==> config.mk <==
export PLATFORM = sky130hd
export DESIGN_NAME = dice_cgra_tid_issuer_flat
export DESIGN_NICKNAME = d
export VERILOG_FILES = /design/src/rtl/dice_cgra_tid_issuer_if.sv /design/src/rtl/dice_cgra_tid_issuer.sv /design/src/flat_wrapper.sv
export SDC_FILE = /design/constraint.sdc
export NUM_CORES = 1
export LEC_CHECK = 0
export BUFFER_PORTS_ARGS = -buffer_cell sky130_fd_sc_hd__buf_2
export CAP_MARGIN = 5
export CORE_ASPECT_RATIO = 1.1
export CORE_MARGIN = 2
export CORE_UTILIZATION = 30
export DETAILED_ROUTE_END_ITERATION = 10
export GPL_TIMING_DRIVEN = 0
export PLACE_DENSITY = 0.57
export SYNTH_ARGS = -nofsm -noshare
export SYNTH_HDL_FRONTEND = slang
export SYNTH_SLANG_ARGS = --single-unit
export TNS_END_PERCENT = 30
==> constraint.sdc <==
create_clock -name clk -period 3.4 [get_ports clk]
set_clock_uncertainty 0.2 [all_clocks]
set_input_delay 0.34 -clock clk [delete_from_list [all_inputs] [get_ports clk]]
set_output_delay 0.34 -clock clk [all_outputs]
set_load 0.01 [all_outputs]
==> src/rtl/dice_cgra_tid_issuer_if.sv <==
// Bundle between the dispatch controller, the issuer and the TID pipe.
// master: dispatch/pipe side driving controls; slave: the issuer.
interface dice_cgra_tid_issuer_if #(
    parameter int TOTAL_TID   = 512,
    parameter int TID_WIDTH   = $clog2(TOTAL_TID),
    parameter int MAX_LATENCY = 32,
    parameter int LAT_WIDTH   = $clog2(MAX_LATENCY + 1)
);
    logic                 start;
    logic                 abort;
    logic [TID_WIDTH:0]   tid_count;
    logic [TOTAL_TID-1:0] active_mask;
    logic [LAT_WIDTH-1:0] latency;
    logic                 stall;
    logic [TID_WIDTH-1:0] out_tid;
    logic                 out_valid;
    logic                 pipe_clr;
    logic                 busy;
    logic                 done;
    logic [TID_WIDTH:0]   issued_cnt;

    modport master (
        output start, abort, tid_count, active_mask, latency, stall,
        input  out_tid, out_valid, pipe_clr, busy, done, issued_cnt
    );

    modport slave (
        input  start, abort, tid_count, active_mask, latency, stall,
        output out_tid, out_valid, pipe_clr, busy, done, issued_cnt
    );
endinterface

==> src/rtl/dice_cgra_tid_issuer.sv <==
// Source end of the CGRA thread-ID pipe: walks a thread block issuing one
// tid per cycle, then waits out the pipe latency and pulses done.
// Ports: clk, rst_n (sync, active low), bus (slave modport: start/abort,
// tid_count, active_mask, latency, stall in; out_tid, out_valid, pipe_clr,
// busy, done, issued_cnt out -- all outputs registered).
module dice_cgra_tid_issuer #(
    parameter int TOTAL_TID   = 512,
    parameter int TID_WIDTH   = $clog2(TOTAL_TID),
    parameter int MAX_LATENCY = 32,
    parameter int LAT_WIDTH   = $clog2(MAX_LATENCY + 1)
) (
    input  logic                     clk,
    input  logic                     rst_n,
    dice_cgra_tid_issuer_if.slave    bus
);
    localparam int CNT_W = TID_WIDTH + 1;

    typedef enum logic [2:0] {
        IDLE,
        CLR,
        ISSUE,
        DRAIN,
        DONE
    } state_t;

    state_t state, state_n;

    logic [TOTAL_TID-1:0] mask_q, mask_n;
    logic [CNT_W-1:0]     count_q, count_n;
    logic [LAT_WIDTH-1:0] lat_q, lat_n;
    logic [LAT_WIDTH-1:0] drain_q, drain_n;
    logic [TID_WIDTH-1:0] cursor_q, cursor_n;

    logic [TID_WIDTH-1:0] out_tid_n;
    logic                 out_valid_n;
    logic                 pipe_clr_n;
    logic                 busy_n;
    logic                 done_n;
    logic [CNT_W-1:0]     issued_n;

    logic [CNT_W-1:0]     cnt_sat;
    logic [LAT_WIDTH-1:0] lat_clamp;
    logic                 last;
    logic                 go;

    assign cnt_sat = (bus.tid_count > CNT_W'(TOTAL_TID))
                   ? CNT_W'(TOTAL_TID) : bus.tid_count;
    assign lat_clamp = (bus.latency > LAT_WIDTH'(MAX_LATENCY))
                     ? LAT_WIDTH'(MAX_LATENCY) : bus.latency;
    assign last = ({1'b0, cursor_q} == count_q - CNT_W'(1));
    // abort beats a simultaneous start in IDLE
    assign go = bus.start && !bus.abort;

    always_ff @(posedge clk) begin
        if (!rst_n) begin
            state <= IDLE;
        end else begin
            state <= state_n;
        end
    end

    always_comb begin
        state_n = state;
        unique case (state)
            IDLE: begin
                if (go) begin
                    state_n = (cnt_sat == '0) ? DONE : CLR;
                end
            end
            CLR: begin
                state_n = bus.abort ? IDLE : ISSUE;
            end
            ISSUE: begin
                if (bus.abort) begin
                    state_n = IDLE;
                end else if (!bus.stall && last) begin
                    state_n = DRAIN;
                end
            end
            DRAIN: begin
                if (bus.abort) begin
                    state_n = IDLE;
                end else if (drain_q == '0) begin
                    state_n = DONE;
                end
            end
            DONE: begin
                state_n = IDLE;
            end
            default: begin
                state_n = IDLE;
            end
        endcase
    end

    always_comb begin
        mask_n      = mask_q;
        count_n     = count_q;
        lat_n       = lat_q;
        drain_n     = drain_q;
        cursor_n    = cursor_q;
        out_tid_n   = bus.out_tid;
        out_valid_n = 1'b0;
        pipe_clr_n  = 1'b0;
        issued_n    = bus.issued_cnt;
        busy_n      = (state_n != IDLE);
        done_n      = (state_n == DONE);
        unique case (state)
            IDLE: begin
                if (go) begin
                    issued_n = '0;
                    if (cnt_sat != '0) begin
                        mask_n     = bus.active_mask;
                        count_n    = cnt_sat;
                        lat_n      = lat_clamp;
                        pipe_clr_n = 1'b1;
                    end
                end
            end
            CLR: begin
                if (bus.abort) begin
                    pipe_clr_n = 1'b1;
                end else begin
                    cursor_n = '0;
                end
            end
            ISSUE: begin
                if (bus.abort) begin
                    pipe_clr_n = 1'b1;
                end else if (!bus.stall) begin
                    out_tid_n   = cursor_q;
                    out_valid_n = mask_q[cursor_q];
                    if (mask_q[cursor_q]) begin
                        issued_n = bus.issued_cnt + CNT_W'(1);
                    end
                    // hold on the last tid so the cursor never wraps
                    if (last) begin
                        drain_n = lat_q;
                    end else begin
                        cursor_n = cursor_q + TID_WIDTH'(1);
                    end
                end
            end
            DRAIN: begin
                if (bus.abort) begin
                    pipe_clr_n = 1'b1;
                end else if (drain_q != '0) begin
                    drain_n = drain_q - LAT_WIDTH'(1);
                end
            end
            DONE: begin
            end
            default: begin
            end
        endcase
    end

    always_ff @(posedge clk) begin
        if (!rst_n) begin
            mask_q         <= '0;
            count_q        <= '0;
            lat_q          <= '0;
            drain_q        <= '0;
            cursor_q       <= '0;
            bus.out_tid    <= '0;
            bus.out_valid  <= 1'b0;
            bus.pipe_clr   <= 1'b0;
            bus.busy       <= 1'b0;
            bus.done       <= 1'b0;
            bus.issued_cnt <= '0;
        end else begin
            mask_q         <= mask_n;
            count_q        <= count_n;
            lat_q          <= lat_n;
            drain_q        <= drain_n;
            cursor_q       <= cursor_n;
            bus.out_tid    <= out_tid_n;
            bus.out_valid  <= out_valid_n;
            bus.pipe_clr   <= pipe_clr_n;
            bus.busy       <= busy_n;
            bus.done       <= done_n;
            bus.issued_cnt <= issued_n;
        end
    end
endmodule

==> src/flat_wrapper.sv <==
// flat-port wrapper written by rule: the top's interface ports become plain ports
module dice_cgra_tid_issuer_flat 
#(
    parameter int TOTAL_TID   = 512,
    parameter int TID_WIDTH   = $clog2(TOTAL_TID),
    parameter int MAX_LATENCY = 32,
    parameter int LAT_WIDTH   = $clog2(MAX_LATENCY + 1)
)
  (clk, rst_n, bus_start, bus_abort, bus_tid_count, bus_active_mask, bus_latency, bus_stall, bus_out_tid, bus_out_valid, bus_pipe_clr, bus_busy, bus_done, bus_issued_cnt);
  dice_cgra_tid_issuer_if #(.TOTAL_TID(TOTAL_TID), .TID_WIDTH(TID_WIDTH), .MAX_LATENCY(MAX_LATENCY), .LAT_WIDTH(LAT_WIDTH)) bus_i ();
  input  logic clk;
  input  logic rst_n;
  input wire logic [$bits(bus_i.start)-1:0] bus_start;
  input wire logic [$bits(bus_i.abort)-1:0] bus_abort;
  input wire logic [$bits(bus_i.tid_count)-1:0] bus_tid_count;
  input wire logic [$bits(bus_i.active_mask)-1:0] bus_active_mask;
  input wire logic [$bits(bus_i.latency)-1:0] bus_latency;
  input wire logic [$bits(bus_i.stall)-1:0] bus_stall;
  output wire logic [$bits(bus_i.out_tid)-1:0] bus_out_tid;
  output wire logic [$bits(bus_i.out_valid)-1:0] bus_out_valid;
  output wire logic [$bits(bus_i.pipe_clr)-1:0] bus_pipe_clr;
  output wire logic [$bits(bus_i.busy)-1:0] bus_busy;
  output wire logic [$bits(bus_i.done)-1:0] bus_done;
  output wire logic [$bits(bus_i.issued_cnt)-1:0] bus_issued_cnt;
  assign bus_i.start = bus_start;
  assign bus_i.abort = bus_abort;
  assign bus_i.tid_count = bus_tid_count;
  assign bus_i.active_mask = bus_active_mask;
  assign bus_i.latency = bus_latency;
  assign bus_i.stall = bus_stall;
  assign bus_out_tid = bus_i.out_tid;
  assign bus_out_valid = bus_i.out_valid;
  assign bus_pipe_clr = bus_i.pipe_clr;
  assign bus_busy = bus_i.busy;
  assign bus_done = bus_i.done;
  assign bus_issued_cnt = bus_i.issued_cnt;
  dice_cgra_tid_issuer #(.TOTAL_TID(TOTAL_TID), .TID_WIDTH(TID_WIDTH), .MAX_LATENCY(MAX_LATENCY), .LAT_WIDTH(LAT_WIDTH)) u_core (.clk(clk), .rst_n(rst_n), .bus(bus_i));
endmodule
==> Word level (Yosys, flattened, before mapping) <==
Index checks and enable logic that the tools add are counted.
W data, S select, Z words.
{ "classes": {"mux": 32, "magnitude_cmp": 3, "reduce_logical": 20, "add_sub_neg": 4, "bitwise_logic": 4, "eq_ne": 14} }
{ "ops": {"columns": ["op", "n"], "rows": [
  ["$mux W10", 5],
  ["$mux W6", 6],
  ["$mux W9", 4],
  ["$pmux W10 S2", 1],
  ["$mux W3", 6],
  ["$pmux W9 S2", 1],
  ["$pmux W3 S4", 1],
  ["$pmux W6 S2", 1],
  ["$add A10 B1 Y10 const B", 1],
  ["$eq A9 B10 Y1", 1],
  ["$gt A10 B10 Y1 const B", 1],
  ["$logic_not A10 Y1", 1],
  ["$lt A9 B10 Y1 const B", 1],
  ["$ne A2 B2 Y1 const B", 5],
  ["$reduce_and A5 Y1", 2],
  ["$reduce_bool A10 Y1", 1],
  ["$sub A10 B1 Y10 const B", 1],
  ["$add A9 B1 Y9 const B", 1],
  ["$bmux W1 S9", 1],
  ["$ne A2 B1 Y1 const B", 4],
  ["$eq A3 B2 Y1 const B", 2],
  ["$gt A6 B6 Y1 const B", 1],
  ["$logic_not A6 Y1", 1],
  ["$reduce_and A3 Y1", 2],
  ["16 further kinds", 26]
]} }
{ "word_totals": {"in_bits": 533, "regBits": 569, "elab_cells": 89, "output_inout_bits": 23} }

==> Longest topological paths before layout <==
{ "depth": {"ltp_word": 7, "depth_mapped": 14, "depth_no_buf": 10} }

==> Worst setup path before layout <==
Ideal clock, no wire load.
{ "synth_timing": {"kind": "flip-flop to flip-flop", "from": "register u_core.cursor_q[0]", "to": "register u_core.bus.issued_cnt[4]", "slack_ps": 360, "stages_incl_launch_ff": 13, "required_time_ps": 3070, "setup_ps": 130, "arrival_ps": 2710, "period_less_slack_ps": 3040, "path_cell_list": "dfxtp_1 -> buf_6 -> buf_12 -> buf_12 -> buf_2 -> buf_4 -> mux4_2 -> mux2i_1 -> o22ai_1 -> o31ai_1 -> nand3_1 -> a31o_1 -> a21boi_1"} }
{ "synth_via": {"elab_chain_len": 4} }
{ "synth_lines": {"columns": ["item", "line_no", "text"], "rows": [
  ["start: declaration", "dice_cgra_tid_issuer.sv:32", "logic [TID_WIDTH-1:0] cursor_q, cursor_n;"],
  ["start signal: assignment", "dice_cgra_tid_issuer.sv:176", "cursor_q <= cursor_n;"],
  ["$bmux W1 S9", "dice_cgra_tid_issuer.sv:133", "if (mask_q[cursor_q]) begin"],
  ["$mux W1 (not written as such)", "dice_cgra_tid_issuer.sv:133", null],
  ["$ne A2 B1 Y1 (no source line)", null, null],
  ["$reduce_and A5 Y1 (no source line)", null, null],
  ["end signal: assignment", "dice_cgra_tid_issuer.sv:182", "bus.issued_cnt <= issued_n;"],
  ["end: declaration", "dice_cgra_tid_issuer_if.sv:29", "output out_tid, out_valid, pipe_clr, busy, done, issued_cnt"]
]} }
Every way passes these cells. The select of a mux whose other input is x is not followed.
A chain may end at the register's enable or synchronous reset.

==> Worst setup path after layout <==
{ "layout_timing": {"from": "register u_core.cursor_q[3]", "to": "register u_core.bus.issued_cnt[5]"} }
Same word-level chain as after synthesis.

==> run_results.csv <==
group,metric,value,unit
status,outcome,"complete, but fails checks",
status,failed_checks,"setup timing",
place,portBuffers,554,
clock_tree,clk_pin_slew,0.06,ns
critical_path,end_kind,"flop",
logic_synthesis,synth.avg_cell_area,8.77,um^2
critical_path,critPathLaunchType,"flop",
layout,fin_area,0.0388,mm^2
logic_synthesis,ys_seq_elements,569,
sta,finalHoldViolCount,0,
global_route,grt_max_degree,14,
detailed_routing,drtIter0Drc,1484,
global_route,grt-ovfl-total,0,
layout,final_common_cell,"nand2_1",
power,power_density,426,mW/mm^2
power,leakage,14.7,nW
die,die_y,313,um
clock_tree,cts_tree,"built",
layout,final_cell_mix,"1097 x nand2_1, 567 x dfxtp_1, 562 x buf_2",
global_route,antenna_found_initial,19,
die,initial_utilization,0.302,
die,dieWidth,285,um
detailed_routing,drcViolationCount,0,
critical_path,worst-r2r-setup-slack,-0.06,ns
logic_synthesis,synth_warnings,0,
layout,drive_gt1_frac,0.218,
job,max_cap_viol_count,0,
place,globalplace.congestion,0.829,
critical_path,arrival,3.74,ns
sta,finalCriticalPeriod,3.46,ns
layout,synthToLayoutAreaGrowth,49.0,%
die,die_area,0.0892,mm^2
die,core_area,0.0862,mm^2
layout,fill_cells,8382,
global_route,grt_pass1_vias,27371,
logic_synthesis,netlist_area,0.0260,mm^2
global_route,grt_pass1_wl,173,mm
logic_synthesis,synth.net_count,3509,
detailed_routing,ant_nets,0,
logic_synthesis,ys.flop_type,"dfxtp_1",
clock_tree,clk-insertion-delay-late,0.63,ns
critical_path,path_class,"reg -> reg",
sta,drv_slew,0,
critical_path,required,3.68,ns
detailed_routing,viasPerCell,4.96,
place,placed_area,0.0303,mm^2
layout,fin_nets,4700,
logic_synthesis,netlist_instances,2972,
logic_synthesis,synth_edf_count,0,
logic_synthesis,yosysSeqAreaShare,0.437,
hold_path,hold_class,"in -> reg",
power,vdd_ir_drop_max,0.000304,V
detailed_routing,wl_per_cell,22.4,um
sta,rsz0062_at_grt,"yes",
clock_tree,cts_buffer_depth,3,
place,pre_cts_slack,-2.27,ns
sta,fmax,289,MHz
clock_tree,cts_made_buffers,69,
clock_tree,htree_num_levels,3,
place,post-dp-hpwl,84.9,mm
die,num_rows,113,
clock_tree,cts_sinks,569,
logic_synthesis,synthDistinctLibCells,76,
detailed_routing,dr.pass1.iters,5,
detailed_routing,drt-total-wl,121,mm
sta,setup_ws,-0.0631,ns
sta,setup_viol,10,
die,pin_count,556,
global_route,grt_use_total,0.263,
sta,relSlewSlack,0.225,
sta,tightest_slew,1.16,ns
detailed_routing,vias,26737,
sta,finalCritPeriodShare,1.02,
logic_synthesis,synth-async-reset-ratio,0,
clock_tree,clockRootBuffer,"clkbuf_16",
critical_path,path_max_fanout,10,
sta,holdWs,0.171,ns
## cells by family (layout without fill, tap and decap cells)
logic type      count (synthesis)  after routing  share of synthesized area
compound gates                704            705                      0.201
xor+xnor                        9              9                    0.00303
fa+ha+maj                       4              4                    0.00192
buf+inv                       258           1501                     0.0440
flops                         569            569                      0.437
mux                           172            172                      0.120
other cells                     0             23                          0
simple gates                 1256           1256                      0.192
## worst paths after layout
check / depth (start not counted) / start / end
setup / recovery: 11 / u_core.cursor_q[3] / u_core.bus.issued_cnt[5]
hold reg to reg: 2 / u_core.mask_q[497] / u_core.mask_q[497]
hold / removal: 5 / rst_n / u_core.bus.issued_cnt[2]
setup reg to reg: 11 / u_core.cursor_q[3] / u_core.bus.issued_cnt[5]
## metrics by stage
stage,total power [mW],cells,utilization,TNS (ns)
global route,17.2,5376,0.450,-1.13
detailed placement,8.87,4678,0.351,-119.04
floorplan,8.06,2972,-,0
global placement,8.85,4676,0.351,-161.73
CTS,16.7,5351,0.446,-0.949
finish,16.6,5389,0.450,-0.378
## cell usage after synthesis (5+ instances only)
cell type     n  area, um^2
xor2_1        5        43.8
nand4_1       7        43.8
mux4_2       81        1820
o21ai_0      18        90.1
a21boi_0    536        4020
nand3b_1     18         135
nand3_1      26         130
dfxtp_1     569       11400
mux4_1       23         604
a22oi_1      25         188
nor2_1       42         158
buf_4        19         143
o22ai_1       5        31.3
a22o_1        5        43.8
mux2_2       10         113
nor2b_1      12        75.1
a211o_1       7        61.3
nor3_1       14        70.1
clkbuf_1    196         736
buf_2        15        75.1
inv_1        15        56.3
o211ai_1      7        52.6
o31ai_1       5        37.5
a211oi_1      6        45.0
o221ai_1      8        70.1
nand2_1    1098        4120
a21oi_1      27         135
nand2b_1      8        50.1
mux2i_1      57         571
a31oi_1      13        81.3
a32oi_1       5        43.8
## routing by layer
layer  global-route usage  share of wire
met1                0.316           0.41
met2                0.448           0.48
met3               0.0459          0.057
met4                0.138          0.052
met5                    0        0.00056
## layout make-up
type,count,area [um^2],share of cell area
multi-input combinational,2146,13800,0.355
sequential,569,11400,0.294
timing repair buffer,1120,8420,0.217
clock buffer,95,1930,0.0496
buffer,241,1440,0.0371
tap,1150,1440,0.0371
clock inverter,29,284,0.00732
inverter,16,60.1,0.00155
antenna,23,57.6,0.00148
## worst max-delay path: stages (launching register included)
cell	delay [ns]
dfxtp_1	0.31
buf_2	0.25
buf_4	0.33
buf_2	0.47
nand2_1	0.10
a2111o_1	0.40
a31oi_1	0.27
o211ai_1	0.15
buf_4	0.18
and3_4	0.20
o211ai_4	0.28
o221ai_2	0.15
## power by group
group          leakage [nW]  internal, mW  switching [mW]  total (mW)
Sequential             4.64          6.97           0.151        7.12
Combinational          8.97          1.11            1.06        2.17
Clock                  1.08          4.16            3.10        7.26
Total                  14.7          12.2            4.32        16.6
## registers in the layout (all words and copies together) (netlist names)
register	count
u_core.bus.out_tid	9
u_core.mask_q	512
u_core.cursor_q	9
u_core.bus.out_valid	1
u_core.bus.done	1
u_core.lat_q	6
u_core.bus.issued_cnt	10
u_core.count_q	10
u_core.bus.pipe_clr	1
u_core.bus.busy	1
u_core.drain_q	6
u_core.state	3
## timing repair
item	4_1_cts	5_1_grt
hold buffers	534	0
pin swaps	11	15
setup buffers	14	15
setup endpoints to repair	257	415
cloned	1	1
hold endpoints to repair	532	0
gates resized for setup	139	68
No activity file was read; power rests on OpenSTA's default activity.
